## config.mk

```make
export PLATFORM = sky130hd
export DESIGN_NAME = ambi_mem
export DESIGN_NICKNAME = d
export VERILOG_FILES = /design/src/rtl/ambi_mem.sv
export SDC_FILE = /design/constraint.sdc
export NUM_CORES = 1
export LEC_CHECK = 0
export ABC_AREA = 0
export BUFFER_PORTS_ARGS = -buffer_cell sky130_fd_sc_hd__buf_4
export CAP_MARGIN = 20
export CORE_ASPECT_RATIO = 0.6
export CORE_MARGIN = 3
export CORE_UTILIZATION = 50
export DETAILED_ROUTE_END_ITERATION = 16
export PLACE_DENSITY_LB_ADDON = 0.1
export SETUP_SLACK_MARGIN = 0.05
export SLEW_MARGIN = 40
export SYNTH_ARGS = -nofsm -noshare
export SYNTH_HDL_FRONTEND = slang
export SYNTH_SLANG_ARGS = --single-unit
```

## constraint.sdc

```tcl
create_clock -name clk -period 5.2 [get_ports clk]
set_clock_uncertainty 0.15 [all_clocks]
set_input_delay 1.04 -clock clk [delete_from_list [all_inputs] [get_ports clk]]
set_output_delay 1.04 -clock clk [all_outputs]
set_load 0.05 [all_outputs]
```

## src/rtl/ambi_mem.sv

```systemverilog
// Instruction/data memory pair for a small accumulator CPU, with a power-up
// clear sequence and a host load port that stalls the CPU while it is active.
module ambi_mem #(
   parameter int DATA_W   = 8,
   parameter int ADDR_W   = 4,
   parameter int OPCODE_W = 4,
   parameter int DEPTH    = 2 ** ADDR_W
) (
   input  logic                          clk,
   input  logic                          rst,
   input  logic [ADDR_W-1:0]             pc,
   output logic [OPCODE_W-1:0]           opcode,
   output logic [ADDR_W-1:0]             operand,
   input  logic                          we,
   input  logic [DATA_W-1:0]             accum,
   output logic [DATA_W-1:0]             ddataout,
   output logic                          cpu_hold,
   input  logic                          ld_req,
   input  logic                          ld_valid,
   output logic                          ld_ready,
   input  logic                          ld_sel,
   input  logic [ADDR_W-1:0]             ld_addr,
   input  logic [OPCODE_W+ADDR_W-1:0]    ld_data,
   output logic [7:0]                    ld_cnt
);

   localparam int INST_W = OPCODE_W + ADDR_W;

   localparam logic [1:0] ST_CLEAR = 2'd0;
   localparam logic [1:0] ST_RUN   = 2'd1;
   localparam logic [1:0] ST_LOAD  = 2'd2;

   logic [INST_W-1:0] imem [DEPTH];
   logic [DATA_W-1:0] dmem [DEPTH];

   logic [1:0]        state_reg;
   logic [1:0]        state_next;
   logic [ADDR_W-1:0] clr_cnt_reg;
   logic [7:0]        ld_cnt_reg;
   logic              cpu_hold_reg;
   logic              ld_ready_reg;

   logic [INST_W-1:0] inst;
   logic              ld_accept;

   logic              imem_we;
   logic [ADDR_W-1:0] imem_waddr;
   logic [INST_W-1:0] imem_wdata;
   logic              dmem_we;
   logic [ADDR_W-1:0] dmem_waddr;
   logic [DATA_W-1:0] dmem_wdata;

   // CPU-facing reads are asynchronous so a fetch resolves in the same cycle.
   assign inst     = imem[pc];
   assign opcode   = inst[INST_W-1:ADDR_W];
   assign operand  = inst[ADDR_W-1:0];
   assign ddataout = dmem[operand];

   assign cpu_hold  = cpu_hold_reg;
   assign ld_ready  = ld_ready_reg;
   assign ld_cnt    = ld_cnt_reg;
   assign ld_accept = ld_ready_reg & ld_valid;

   always_comb begin
      state_next = state_reg;
      case (state_reg)
         ST_CLEAR: if (clr_cnt_reg == ADDR_W'(DEPTH - 1)) state_next = ST_RUN;
         ST_RUN:   if (ld_req) state_next = ST_LOAD;
         ST_LOAD:  if (!ld_req && !ld_valid) state_next = ST_RUN;
         default:  state_next = ST_CLEAR;
      endcase
   end

   always_ff @(posedge clk or posedge rst) begin
      if (rst) begin
         state_reg    <= ST_CLEAR;
         clr_cnt_reg  <= '0;
         ld_cnt_reg   <= '0;
         cpu_hold_reg <= 1'b1;
         ld_ready_reg <= 1'b0;
      end else begin
         state_reg    <= state_next;
         cpu_hold_reg <= (state_next != ST_RUN);
         ld_ready_reg <= (state_next == ST_LOAD);
         if (state_reg == ST_CLEAR) clr_cnt_reg <= clr_cnt_reg + 1'b1;
         if (state_reg == ST_RUN && ld_req)
            ld_cnt_reg <= '0;
         else if (ld_accept && ld_cnt_reg != 8'hFF)
            ld_cnt_reg <= ld_cnt_reg + 8'd1;
      end
   end

   // Write-port steering; rst gates every write so nothing lands while held.
   always_comb begin
      imem_we    = 1'b0;
      imem_waddr = clr_cnt_reg;
      imem_wdata = '0;
      dmem_we    = 1'b0;
      dmem_waddr = clr_cnt_reg;
      dmem_wdata = '0;
      if (!rst) begin
         case (state_reg)
            ST_CLEAR: begin
               imem_we = 1'b1;
               dmem_we = 1'b1;
            end
            ST_RUN: begin
               dmem_we    = we;
               dmem_waddr = operand;
               dmem_wdata = accum;
            end
            ST_LOAD: begin
               imem_we    = ld_accept & ld_sel;
               imem_waddr = ld_addr;
               imem_wdata = ld_data;
               dmem_we    = ld_accept & ~ld_sel;
               dmem_waddr = ld_addr;
               dmem_wdata = ld_data[DATA_W-1:0];
            end
            default: ;
         endcase
      end
   end

   always_ff @(posedge clk) begin
      if (imem_we) imem[imem_waddr] <= imem_wdata;
      if (dmem_we) dmem[dmem_waddr] <= dmem_wdata;
   end

endmodule
```

# Yosys cells after proc, flatten, opt, wreduce, memory -nomap -nowiden
# Memories as Yosys holds them, arrays and structs flattened.
# Cells that the tools add are included.
# Widths: inputs -> output; s select.
[word_totals]
regBits = 16
ramBits = 256
mem_count = 2
[mem_list]
columns = ["name", "depth", "width", "rd", "rd_ports_with_merged_regs", "write_ports", "line", "rtl"]
rows = [
  ["dmem", 16, 8, 1, 0, 1, "34", "logic [DATA_W-1:0] dmem [DEPTH];"],
  ["imem", 16, 8, 1, 0, 1, "33", "logic [INST_W-1:0] imem [DEPTH];"],
]
[classes]
add_sub_neg = 2
n_eq_ne = 6
muxes = 22
n_bitwise = 4
reduce_logical = 7
[ops]
columns = ["cell", "count"]
rows = [
  ["$mux 8", 5],
  ["$pmux 8 s2", 1],
  ["$mux 4", 3],
  ["$add 8x1->8 const B", 1],
  ["$ne 8x8->1 const B", 1],
  ["$pmux 4 s2", 1],
  ["$mux 1", 6],
  ["$mux 2", 3],
  ["$pmux 2 s3", 1],
  ["$add 4x1->4 const B", 1],
  ["$eq 2x2->1 const B", 2],
  ["$eq 4x4->1 const B", 1],
  ["$and 1x1->1", 3],
  ["$logic_and 1x1->1", 3],
  ["$pmux 1 s3", 1],
  ["$eq 2x1->1 const B", 1],
  ["$logic_not 1->1", 2],
  ["$logic_not 2->1", 1],
  ["$ne 2x1->1 const B", 1],
  ["$pmux 1 s2", 1],
  ["$reduce_bool 2->1", 1],
  ["$not 1->1", 1],
]

# Logic depth before layout (Yosys ltp)
[depth]
word_depth = 6
depth_mapped = 11

# Worst setup path before layout
# Ideal clock, no wire load.
[synth_timing]
path_kind = "input port to output port"
from = "in pc[0]"
to = "out ddataout[6]"
t_arrival_ns = 3.848
setup_slack_ns = 0.162
path_stages = 10
path_buffers = 3
path_cell_list = "buf_6 -> buf_4 -> mux4_2 -> mux2i_1 -> mux2_2 -> inv_2 -> clkbuf_1 -> a21oi_1 -> a22o_1 -> o211ai_1"
[synth_via]
elab_chain_len = 2
[synth_lines]
columns = ["item", "line", "rtl"]
rows = [
  ["from (decl)", "11", "input logic [ADDR_W-1:0] pc,"],
  ["$mem_v2 16x8", "--", ""],
  ["net operand[1]", "13", "output logic [ADDR_W-1:0] operand,"],
  ["$mem_v2 16x8", "--", ""],
  ["to (decl)", "16", "output logic [DATA_W-1:0] ddataout,"],
]
# The timed path passes the listed nets, and every way through them passes these cells.

# Worst setup path after layout
[layout_timing]
from = "in pc[0]"
to = "out ddataout[0]"
[layout_via]
elab_chain_len = 2
[layout_lines]
columns = ["item"]
rows = [
  ["$mem_v2 16x8 (2 in series)"],
]
# Every way passes these cells.

==> impl_metrics.yaml <==
status:
  outcome: "completed"
cts:
  numCtsBuffers: 26
  cts_tree: "built"
  path_clk_slew_ps: 60
  cts_setup_buffers: 0
  clock_sinks: 272
  clock-root-buffer: "clkbuf_16"
  hold_buffers: 0
  clk_latency_ps: 530
  htree_num_levels: 1
  cts_buffer_depth: 3
  cts_resized: 0
floorplanning:
  num_rows: 42
  die_area_um2: 24790
  die_y_um: 123.2
  core-area_um2: 22280
  chipWidth_um: 201.3
  ioPinCount: 56
  initial_core_util: 0.5134
worst_setup_path:
  r2r-start: "imem[15][1]"
  critPathKind: "in -> out"
  cp_max_fo: 49
  crit_path_start: "pc[0]"
  crit_end: "ddataout[0]"
  endpoint_kind: "output pin"
  worstPathArrival_ps: 3750
  cp_slowest_cell: "mux4_2"
  reg2reg_slack_ps: 1620
  cp_cell_sequence: "buf_4 -> mux4_2 -> and3_1 -> a31o_2 -> buf_4 -> o21a_1 -> a211oi_1 -> o32a_1 -> o211ai_1 -> buf_4"
  worstPathRequired_ps: 4010
  start_kind: "input pin"
  r2r_end: "dmem[1][2]"
  worstRegToRegCells: 8
  slowest_delay_ps: 520
  path_common_cell: "buf_4"
timing:
  finalHoldViolCount: 0
  fin_ws_ps: 255.3
  post-route-min-period_ps: 4945
  slew_headroom: 0.4639
  setup-tns-final_ps: 0
  setup_viol: 0
  max_freq_ghz: 0.2022
  rsz0062_at_grt: "false"
  drv_slew: 0
  finalCritPeriodShare: 0.9509
  tightestPinTransition_ps: 803.3
job:
  cap_violations: 0
cells_and_area:
  syn_to_final_growth_pct: 15.45
  drive_above_1_share: 0.2391
  antenna-diode-count: 0
  finalNetCount: 820
yosys:
  yosysSeqAreaShare: 0.7072
  synth-main-ff-cell: "edfxtp_1"
  synthDistinctLibCells: 55
  syn_area_um2: 11440
  synth-seq-cells: 272
  synth_warnings: 0
  synth_edf_count: 256
  synth_nets: 743
  async_reset_ff_frac: 0.05882
  syn_inst: 707
  avgSynthCellArea_um2: 16.18
detailed_routing:
  met3_length_mm: 2.464
  top_layer: "met4"
  vias_per_cell: 6.117
  wl_per_cell_um: 24.73
  num_vias: 6796
  first_pass_iters: 5
  drt_iter0_markers: 627
  drtAntennaViolNets: 0
  drc: 0
  wl_met2_mm: 11.51
  drt-met1-wl_mm: 13.12
  drt-total-wl_mm: 27.47
pwr:
  total_power_mw: 5.896
  power.leakage_nw: 4.513
  peakVddDrop_mv: 0.2558
  powerDensity_nw_per_um2: 446.5
placement:
  place_congestion: 0.8739
  hpwl_mm: 18.49
  io_buffers: 55
  dp_worst_setup_slack_ps: 259.4
global_routing:
  track_usage: 0.2223
  grt-ovfl-total: 0
  antenna_found_initial: 0
  grt_pass1_vias: 6498
  grt_pass1_wl_mm: 40.81
  grt_max_degree: 50
hold_path:
  hp-class: "reg -> reg"
[Yosys cell counts (all sizes together) (8+ instances only)]
library cell,instances,area share
o21ai,9,0.0039
clkbuf,27,0.0089
o211ai,17,0.011
o21a,25,0.016
edfxtp,256,0.67
mux2,12,0.012
buf,19,0.010
inv,9,0.0030
o31ai,8,0.0053
nand2,31,0.010
a211o,9,0.0069
and3,13,0.0071
a211oi,25,0.016
dfrtp,15,0.033
a22o,8,0.0061
nor2,55,0.019
a21oi,20,0.0088
nor3b,28,0.018
mux4,36,0.071
a22oi,10,0.0066
o32a,8,0.0070
[area by class of cell]
cell class / count / area [um2]
clock buffer: 29 / 683.2
clock inverter: 18 / 142.6
fill: 1685 / 9076
inverter: 10 / 37.54
multi-input combinational: 379 / 3129
sequential: 272 / 8089
tap: 308 / 385.4
timing repair buffer: 95 / 738.2
[worst min path at each step]
| stage | startpoint | to | slack (ps) | cells after the start |
|---|---|---|---|---|
| detailed placement | ld_cnt[5] | ld_cnt[5] | 420 | 2 |
| floorplan | clr_cnt_reg[3] | clr_cnt_reg[3] | 380 | 1 |
| CTS | ld_cnt[5] | ld_cnt[5] | 440 | 2 |
| global route | rst | state_reg[1] | 480 | 3 |
| finish | ld_cnt[5] | ld_cnt[5] | 440 | 2 |
| global placement | ld_cnt[5] | ld_cnt[5] | 400 | 2 |
[metrics by stage]
stage          std cells  area, um2  hold slack (ps)  utilization
2_1_floorplan        707      11440            379.5            -
3_3_place_gp        1064      12340            404.9       0.5540
3_5_place_dp        1064      12370            424.1       0.5551
4_1_cts             1111      13200            442.5       0.5922
5_1_grt             1111      13210            476.1       0.5927
6_report            1111      13210            441.9       0.5927
[worst max-delay path, delay by kind of cell]
| kind | cells | cell delay, ps |
|---|---|---|
| AOI/OAI and AO/OA | 5 | 1210 |
| buffers and inverters | 3 | 750 |
| muxes | 1 | 520 |
| and+or+nand+nor | 1 | 190 |
[kinds of logic after synthesis]
kind of cell | Yosys count | synth area share
simple gates | 159 | 0.07241
xor+xnor | 10 | 0.007657
fa+ha+maj | 6 | 0.006563
flops | 272 | 0.7072
compound gates | 152 | 0.09735
mux | 52 | 0.08652
buf+inv | 56 | 0.02231
[power by group]
part / total (mW) / internal [mW] / leakage [nW] / switching (mW)
Clock: 1.84 / 1.04 / 0.400 / 0.795
Combinational: 1.31 / 0.424 / 1.52 / 0.886
Sequential: 2.75 / 2.65 / 2.59 / 0.0925
Total: 5.90 / 4.12 / 4.51 / 1.77
[layout by cell type, fill, tap and decap left out, types with 5 or more instances in the layout]
master | synthesis | routed
edfxtp_1 | 256 | 256
buf_4 | 2 | 93
nor2_1 | 54 | 40
mux4_2 | 35 | 35
nand2_1 | 31 | 31
nor3b_1 | 28 | 28
clkbuf_16 | 0 | 27
o21a_1 | 25 | 25
a211oi_1 | 25 | 25
a21oi_1 | 20 | 20
o211ai_1 | 17 | 17
dfrtp_1 | 15 | 15
nor2_2 | 0 | 14
and3_1 | 13 | 13
a22oi_1 | 10 | 10
clkinv_1 | 1 | 9
a211o_1 | 9 | 9
a22o_1 | 8 | 8
o31ai_1 | 8 | 8
o32a_1 | 8 | 8
inv_1 | 7 | 7
o21ai_0 | 7 | 7
mux2_1 | 7 | 7
xor2_1 | 6 | 6
nor2b_1 | 6 | 6
nor3_1 | 6 | 6
ha_1 | 6 | 6
a31oi_1 | 5 | 5
nand3_1 | 5 | 5
mux2_2 | 5 | 5
[metal layers]
metal / global-route usage / up-vias
met2: 0.3122 / 295
met4: 0.04223 / 0
met5: 0 / -
met1: 0.3544 / 3482
met3: 0.05525 / 34
li1: - / 2985
(Power assumes the default switching activity.)
